## config.mk

```make
export PLATFORM = sky130hd
export DESIGN_NAME = mult_seq_unit
export DESIGN_NICKNAME = d
export VERILOG_FILES = /design/src/rtl/mult_seq_unit.sv
export SDC_FILE = /design/constraint.sdc
export NUM_CORES = 1
export LEC_CHECK = 0
export ABC_CLOCK_PERIOD_IN_PS = 3970
export CORE_ASPECT_RATIO = 1.4
export CORE_MARGIN = 2
export CORE_UTILIZATION = 57
export DETAILED_ROUTE_END_ITERATION = 8
export DONT_BUFFER_PORTS = 1
export PLACE_DENSITY_LB_ADDON = 0.25
export SLEW_MARGIN = 20
export SYNTH_ARGS = -nofsm -noshare
export SYNTH_HDL_FRONTEND = slang
export SYNTH_SLANG_ARGS = --single-unit
```

## constraint.sdc

```tcl
create_clock -name clk -period 3.97 [get_ports clk]
set_clock_uncertainty 0.15 [all_clocks]
set_input_delay 0.794 -clock clk [delete_from_list [all_inputs] [get_ports clk]]
set_output_delay 0.794 -clock clk [all_outputs]
set_load 0.02 [all_outputs]
```

## src/rtl/mult_seq_unit.sv

```systemverilog
// ---------------------------------------------------------------------------
// mult_seq_unit
//   Multi-cycle shift-add integer multiplier for the execute stage. A mult
//   issued from execute latches rs/rt, retires BITS_PER_CYCLE multiplier bits
//   per clock and delivers the 2*WIDTH product as {hi, lo}. busy/done let the
//   hazard unit stall dependent mfhi/mflo and new mults until hi/lo are valid.
//
//   Parameters
//     WIDTH          operand width (product is 2*WIDTH bits)
//     BITS_PER_CYCLE multiplier bits retired per clock: 1, 2 or 4, dividing WIDTH
//
//   Ports
//     clk        rising-edge clock
//     rst        synchronous, active-low reset
//     start      request a multiply (accepted in IDLE and DONE)
//     is_signed  two's-complement operands (only with MULT_SIGNED_EN)
//     a, b       multiplicand (rs), multiplier (rt)
//     busy       high exactly while the operation runs (N cycles)
//     done       one-cycle pulse when hi/lo take a new product
//     hi, lo     upper/lower half of the last completed product
//
//   Build option
//     MULT_SIGNED_EN  adds is_signed; magnitudes are multiplied and the
//                     product is negated on completion when signs differ.
// ---------------------------------------------------------------------------
module mult_seq_unit #(
  parameter int WIDTH          = 32,
  parameter int BITS_PER_CYCLE = 1
) (
  input  logic             clk,
  input  logic             rst,
  input  logic             start,
`ifdef MULT_SIGNED_EN
  input  logic             is_signed,
`endif
  input  logic [WIDTH-1:0] a,
  input  logic [WIDTH-1:0] b,
  output logic             busy,
  output logic             done,
  output logic [WIDTH-1:0] hi,
  output logic [WIDTH-1:0] lo
);

  localparam int STEPS = WIDTH / BITS_PER_CYCLE;
  localparam int PW    = 2 * WIDTH;
  // Accumulator carries BITS_PER_CYCLE extra bits so a partial sum never wraps.
  localparam int AW    = PW + BITS_PER_CYCLE;
  localparam int CW    = $clog2(STEPS + 1);

  typedef enum logic [1:0] {IDLE, RUN, DONE} state_t;

  state_t          state_reg, state_next;
  logic [PW-1:0]   mcand_reg, mcand_next;    // multiplicand, shifted left each step
  logic [WIDTH-1:0] mplier_reg, mplier_next; // multiplier, shifted right each step
  logic [AW-1:0]   acc_reg, acc_next;
  logic [CW-1:0]   count_reg, count_next;
  logic            neg_reg, neg_next;
  logic            busy_reg, busy_next;
  logic            done_reg, done_next;
  logic [WIDTH-1:0] hi_reg, hi_next;
  logic [WIDTH-1:0] lo_reg, lo_next;

  logic [WIDTH-1:0] a_mag, b_mag;
  logic             op_neg;
  logic [AW-1:0]    partial;
  logic [AW-1:0]    sum;
  logic [PW-1:0]    product;

  // Operand conditioning: unsigned operands pass straight through; signed
  // operands are reduced to magnitudes and the result sign is remembered.
`ifdef MULT_SIGNED_EN
  logic sign_a, sign_b;
  assign sign_a = is_signed & a[WIDTH-1];
  assign sign_b = is_signed & b[WIDTH-1];
  assign a_mag  = sign_a ? -a : a;
  assign b_mag  = sign_b ? -b : b;
  assign op_neg = sign_a ^ sign_b;
`else
  assign a_mag  = a;
  assign b_mag  = b;
  assign op_neg = 1'b0;
`endif

  // One shifted copy of the multiplicand per retired multiplier bit.
  logic [AW-1:0] term [BITS_PER_CYCLE];
  generate
    for (genvar gi = 0; gi < BITS_PER_CYCLE; gi++) begin : g_term
      assign term[gi] = mplier_reg[gi] ? (AW'(mcand_reg) << gi) : '0;
    end
  endgenerate

  always_comb begin
    partial = '0;
    for (int k = 0; k < BITS_PER_CYCLE; k++) begin
      partial = partial + term[k];
    end
  end

  assign sum     = acc_reg + partial;
  assign product = neg_reg ? -sum[PW-1:0] : sum[PW-1:0];

  // Next-state / datapath logic
  always_comb begin
    state_next  = state_reg;
    mcand_next  = mcand_reg;
    mplier_next = mplier_reg;
    acc_next    = acc_reg;
    count_next  = count_reg;
    neg_next    = neg_reg;
    hi_next     = hi_reg;
    lo_next     = lo_reg;

    case (state_reg)
      IDLE, DONE: begin
        if (start) begin
          mcand_next  = PW'(a_mag);
          mplier_next = b_mag;
          acc_next    = '0;
          count_next  = CW'(STEPS);
          neg_next    = op_neg;
          state_next  = RUN;
        end else begin
          state_next  = IDLE;
        end
      end
      RUN: begin
        acc_next    = sum;
        mcand_next  = mcand_reg << BITS_PER_CYCLE;
        mplier_next = mplier_reg >> BITS_PER_CYCLE;
        count_next  = count_reg - 1'b1;
        // Last step: the product including this step's partial sum is final.
        if (count_reg == CW'(1)) begin
          {hi_next, lo_next} = product;
          state_next         = DONE;
        end
      end
      default: state_next = IDLE;
    endcase

    busy_next = (state_next == RUN);
    done_next = (state_next == DONE);
  end

  always_ff @(posedge clk) begin
    if (!rst) begin
      state_reg  <= IDLE;
      mcand_reg  <= '0;
      mplier_reg <= '0;
      acc_reg    <= '0;
      count_reg  <= '0;
      neg_reg    <= 1'b0;
      busy_reg   <= 1'b0;
      done_reg   <= 1'b0;
      hi_reg     <= '0;
      lo_reg     <= '0;
    end else begin
      state_reg  <= state_next;
      mcand_reg  <= mcand_next;
      mplier_reg <= mplier_next;
      acc_reg    <= acc_next;
      count_reg  <= count_next;
      neg_reg    <= neg_next;
      busy_reg   <= busy_next;
      done_reg   <= done_next;
      hi_reg     <= hi_next;
      lo_reg     <= lo_next;
    end
  end

  assign busy = busy_reg;
  assign done = done_reg;
  assign hi   = hi_reg;
  assign lo   = lo_reg;

endmodule

```

Word level (Yosys, flattened, before mapping)
Cells that the tools add are included.
{ "totals": {"elab_cells": 34, "out_inout_bits": 66, "input_bits": 67, "register_bits": 235} }
{ "op_classes": {"mux": 12, "reduce_logical": 5, "n_addsub": 2, "n_eq_ne": 6} }
{ "ops": {"columns": ["cell", "n"], "rows": [
  ["$pmux 65 s2", 1],
  ["$mux 64", 2],
  ["$pmux 64 s2", 1],
  ["$add 65x64->65", 1],
  ["$mux 65", 1],
  ["$pmux 32 s2", 1],
  ["$mux 32", 1],
  ["$pmux 6 s2", 1],
  ["$eq 6x1->1 const B", 1],
  ["$mux 6", 1],
  ["$sub 6x1->6 const B", 1],
  ["$eq 2x1->1 const B", 2],
  ["$eq 2x2->1 const B", 2],
  ["$pmux 2 s2", 1],
  ["$reduce_and 2->1", 2],
  ["$logic_not 2->1", 1],
  ["$mux 2", 1],
  ["$ne 2x2->1 const B", 1],
  ["$reduce_bool 2->1", 1],
  ["$reduce_or 2->1", 1],
  ["$mux 1", 1]
]} }

Depth between registers and ports, before layout
{ "depth": {"ltp_word": 4, "depth_mapped": 16, "ltp_nobuf": 14} }

Worst setup path before layout
OpenSTA, ideal clock, no wires.
{ "synth_path": {"path_type": "register -> register", "startpoint": "register mplier_reg[0]", "endpoint": "register acc_reg[63]", "path_slack_ns": 0.568, "required_ns": 3.703, "setup_ns": 0.117, "arrival_ns": 3.134, "n_path_buf": 2, "path_stages_with_launch": 16, "period_less_slack_ns": 3.402, "cell_sequence": "dfxtp_1 clkbuf_1 clkbuf_1 nand2_1 inv_1 ha_1 a211oi_2 nor2_1 a311o_1 o2111a_1 o21a_2 o311ai_4 a21oi_1 o21ai_1 mux2i_1 nand2_1"} }
{ "synth_via": {"elab_chain_len": 3} }
{ "synth_lines": {"columns": ["element", "line", "text"], "rows": [
  ["start, declared", "54", "logic [WIDTH-1:0] mplier_reg, mplier_next;"],
  ["start signal, assigned", "159", "mplier_reg <= mplier_next;"],
  ["$mux 64", "88", "assign term[gi] = mplier_reg[gi] ? (AW'(mcand_reg) << gi) : '0;"],
  ["$add 65x64->65", "99", "assign sum = acc_reg + partial;"],
  ["$pmux 65 s2", "113", "case (state_reg)"],
  ["end signal, assigned", "160", "acc_reg <= acc_next;"],
  ["end, declared", "55", "logic [AW-1:0] acc_reg, acc_next;"]
]} }
No other way between the ends.
A chain may end at the register's enable or synchronous reset.

Worst setup path after layout
{ "layout_path": {"startpoint": "register mplier_reg[0]", "endpoint": "register acc_reg[54]"} }
Same word-level chain as after synthesis.

==> impl_summary.log <==
INFO  metric postSynthRegisterBits = roughly 230
INFO  metric slew_viol_final = 0
INFO  metric synth_top_family_by_area = compound AO/OA/AOI/OAI gates
INFO  metric switchingPower = approximately 1.2 mW
INFO  metric gp_congestion = 0.9608
INFO  metric power.sequential.fraction = 47.8%
INFO  metric number_of_antenna_diodes = 0
INFO  metric data_arrival_critical_path = slightly below 4 ns
INFO  metric setup.reg_to_reg.worst_slack = about 0.27 ns
INFO  metric crit_path_top_delay_cell = a2111oi_0
INFO  metric report.final.hold_viol_count = 0
INFO  metric post_synthesis_mux_area_share = 0.1597%
INFO  metric share_of_layout_cells_above_drive_strength_1 = 6.164%
INFO  metric floorplan.die.width = 129.3 um
INFO  metric power.density = 379.4 nW/um^2
INFO  metric net_count_of_the_mapped_netlist = 1709
INFO  metric antenna_found_initial = 0
INFO  metric cap_viol_max_count = 0
INFO  metric setup_viol_count_final = 0
INFO  metric detailedPlacementHpwl = between 20 and 25 mm
INFO  metric cp_max_fo = 29
INFO  metric timing.setup.tns = 0 ns
INFO  metric origin_of_the_worst_min_delay_path = rst
INFO  metric synth_cell_type_count = between 70 and 80
INFO  metric initial_utilization = around 58%
INFO  metric critPathMostFrequentCell = o21ai_0
INFO  metric min_delay_worst_endpoint = hi[9]
INFO  metric grt_max_degree = 105
INFO  metric first_global_vias = 10560
INFO  metric status = finished clean
INFO  metric syn-cell-area = roughly 13000 um^2
INFO  metric post-cts-setup-buffer-count = 0
INFO  metric synth_edf_count = 0
INFO  metric worst_hold_path.num_cells = 1
INFO  metric max-vdd-ir-drop = between 0.0003 and 0.0004 V
INFO  metric power.leakage = between 5 and 6 nW
INFO  metric path_cells = buf_4 > and2_1 > ha_1 > a21o_1 > a21o_1 > a21oi_1 > o21ai_0 > a2111oi_0 > nand3b_1 > nand2_1 > o21ai_0 > xnor2_1 > o21ai_0
INFO  metric cell_taking_the_most_area_after_synthesis = dfxtp_1
INFO  metric path_delay_family = compound AO/OA/AOI/OAI gates
INFO  metric tritoncts_clock_tree = done
INFO  metric num_vias = 11200
INFO  metric maxClockFrequency = 270.2 MHz
INFO  metric cts_buffer_depth = 3
INFO  metric core_area = 21700 um^2
INFO  metric critical-path-max-stage-delay = 0.41 ns
INFO  metric grt_first_pass_wirelength = about 54 mm
INFO  metric final_period_minus_worst_setup_slack = roughly 3.7 ns
INFO  metric placed_cells_incl_taps = around 1800
INFO  metric layout.nets = 1640
INFO  metric yosys.area_share.adder = 6.648%
INFO  metric fp_rows = 64
INFO  metric pin_count = between 100 and 150
INFO  metric layout.area.seq = 4684 um^2
INFO  metric post_synthesis_share_of_cell_area_spent_on_xor_and_xnor_gates = between 4 and 5%
INFO  metric height_of_the_die = between 150 and 200 um
INFO  metric synth.yosys.warnings = 0
INFO  metric worst_ep_required_time = 4.25 ns
INFO  metric crit_path_end_kind = flip-flop
INFO  metric design.die.area = between 20000 and 25000 um^2
INFO  metric rr_endpoint = acc_reg[54]
INFO  metric finish.cell_count_without_fillers = roughly 1800
INFO  metric cts_root_buf = clkbuf_16
INFO  metric number_of_filler_cells_placed_in_the_layout = slightly below 2000
INFO  metric ant_nets = 0
INFO  metric drcViolationCount = 0
INFO  metric synth_top_cells_by_area = dfxtp_1, a21oi_1, a22oi_1
INFO  metric cts.sink_count = roughly 230
INFO  metric vias_per_cell = around 6.1
INFO  metric syn_inst = about 1600
INFO  metric clk_pin_slew = around 0.060 ns
INFO  metric synthFlopType = dfxtp_1
INFO  metric overall_overflow_remaining_after_global_route = 0
INFO  metric routedWlPerCell = 18.39 um
INFO  metric io_port_bufs = 0
INFO  metric finalCritPeriodShare = between 90% and 100%
INFO  metric clock_insertion_delay_worst_skew = ~0.53 ns
INFO  metric worst_margin_pin_slew = 0.8632 ns
INFO  metric area_growth_syn_to_layout = 7.955%
INFO  metric worstSetupStartpointType = flip-flop
INFO  metric tritoncts_buffers = 24
INFO  metric grt_setup_unrepaired = false
INFO  metric share_of_flip_flops_with_an_asynchronous_set_or_reset_after_synthesis = 0%
INFO  metric clock_power_share = around 45%
INFO  metric cts-htree-levels = 1
INFO  metric synth_simple_gate_area_share = roughly a fifth
INFO  metric worst_hold_path_type = input port to flip-flop
INFO  metric slew_headroom = between 40% and 50%
INFO  metric total_area_of_multi_input_combinational_cells = roughly 7300 um^2
INFO  metric wl = approximately 33 mm
INFO  metric post_synth.cell_area_avg = just under 8 um^2
INFO  metric yosysSeqAreaShare = 37.37%
INFO  metric synth_top_area_share = a little under two fifths
INFO  metric power.share.switching = ~24%
INFO  metric critPathBufInv = 1
INFO  metric comb_power_share = under 10%
INFO  metric drt_first_iter_violations = 628
INFO  metric worst-setup-path-type = flip-flop to flip-flop
INFO  metric critical_path_start = mplier_reg[0]
INFO  metric gr-usage-all-layers = ~28%
INFO  metric drt_first_pass_iters = 8
INFO  metric post_synthesis_compound_gate_area_fraction = a little over a quarter
INFO  metric worst-r2r-cell-count = 13
INFO  metric worst_r2r_startpoint = mplier_reg[0]
INFO  metric p_int = roughly 4 mW
metal layers:
| metal | up-vias | global-route usage (%) | routed length (um) |
|---|---|---|---|
| li1 | 5506 | - | - |
| met1 | 5307 | 35.08 | 13890 |
| met2 | 330 | 49.31 | 16820 |
| met3 | 58 | 4.940 | 1984 |
| met4 | 0 | 8.304 | 805 |
| met5 | - | 0 | 0 |
logic make-up (layout without fill, tap and decap cells):
logic type,after synthesis,count (layout)
adder cells (fa/ha/maj),66,66
AND/OR/NAND/NOR,535,535
XOR/XNOR,58,58
multiplexers,2,2
AO/OA/AOI/OAI,530,530
flip-flops,234,234
buffers and inverters,151,100
layout by cell type (no fill, tap or decap), drive strengths merged, types with 3 or more instances in the layout:
master	n
ha	65
nand4b	3
a21oi	192
a31oi	8
buf	27
nand3	31
and4	6
nor2b	7
or2	4
a221oi	3
nor4	8
a211oi	7
o311ai	3
nor2	109
nand4	30
inv	29
dfxtp	234
o21bai	10
or3	7
and3	6
xnor2	34
a22oi	121
a21o	41
clkbuf	36
o211ai	12
clkinv	5
nand2b	3
xor2	24
o31ai	3
o21ai	80
and2	69
nor3	23
a22o	12
o21a	12
o31a	3
nand2	223
worst max path at each step:
stage,end,cells after the start,slack [ns]
4_1_cts,acc_reg[54],13,0.31
5_1_grt,acc_reg[54],13,0.05
6_report,acc_reg[54],13,0.27
2_1_floorplan,acc_reg[63],15,0.57
3_5_place_dp,acc_reg[54],13,0.33
3_3_place_gp,acc_reg[57],15,0.39
timing repair:
item	CTS	global route
gates resized for setup	0	1
setup endpoints to repair	0	2
hold endpoints to repair	0	0
hold buffers	0	0
synth_stat cells (8+ instances only):
cell type,instances
a31oi_1,8
inv_1,29
nor3_1,22
o21bai_1,10
a22o_1,12
nor2_1,107
nand2_1,222
a21o_1,41
a22oi_1,121
o21ai_0,72
xor2_1,24
buf_1,11
nand4_1,30
a21oi_1,190
xnor2_1,34
o21a_1,11
and2_1,69
nand3_1,31
buf_2,12
ha_1,65
o211ai_1,12
o21ai_1,8
nor4_1,8
dfxtp_1,234
clkbuf_1,98
stage by stage:
stage | power (mW) | worst slack, ns | hold slack, ns | area, um^2 | utilization, %
finish | 5.134 | 0.2696 | 0.2422 | 13530 | 62.36
global route | 5.318 | 0.05290 | 0.2317 | 13530 | 62.36
CTS | 5.163 | 0.3127 | 0.2260 | 13530 | 62.33
detailed placement | 2.856 | 0.3345 | 0.2969 | 12710 | 58.56
global placement | 2.849 | 0.3901 | 0.2907 | 12710 | 58.56
floorplan | 2.757 | 0.5682 | 0.2815 | 12530 | -
area by class of cell:
class / count / area share [%]
Inverter: 29 / 0.8414
Sequential cell: 234 / 34.62
Tap cell: 297 / 2.746
Clock inverter: 8 / 0.7397
Multi-Input combinational cell: 1191 / 53.98
Clock buffer: 36 / 5.298
Timing Repair Buffer: 27 / 1.775
power groups by stage:
stage	combinational [mW]	sequential (mW)	clock, mW
3_5_place_dp	0.350	2.51	0
3_3_place_gp	0.345	2.50	0
2_1_floorplan	0.266	2.49	0
6_report	0.352	2.45	2.33
4_1_cts	0.350	2.45	2.36
5_1_grt	0.390	2.46	2.47
worst register-to-register path, cell delays in order (launching register included):
cell,delay (ns)
dfxtp_1,0.39
buf_4,0.32
and2_1,0.19
ha_1,0.31
a21o_1,0.23
a21o_1,0.17
a21oi_1,0.25
o21ai_0,0.19
a2111oi_0,0.42
nand3b_1,0.27
nand2_1,0.25
o21ai_0,0.15
xnor2_1,0.15
o21ai_0,0.18
No activity file was read; power rests on OpenSTA's default activity.
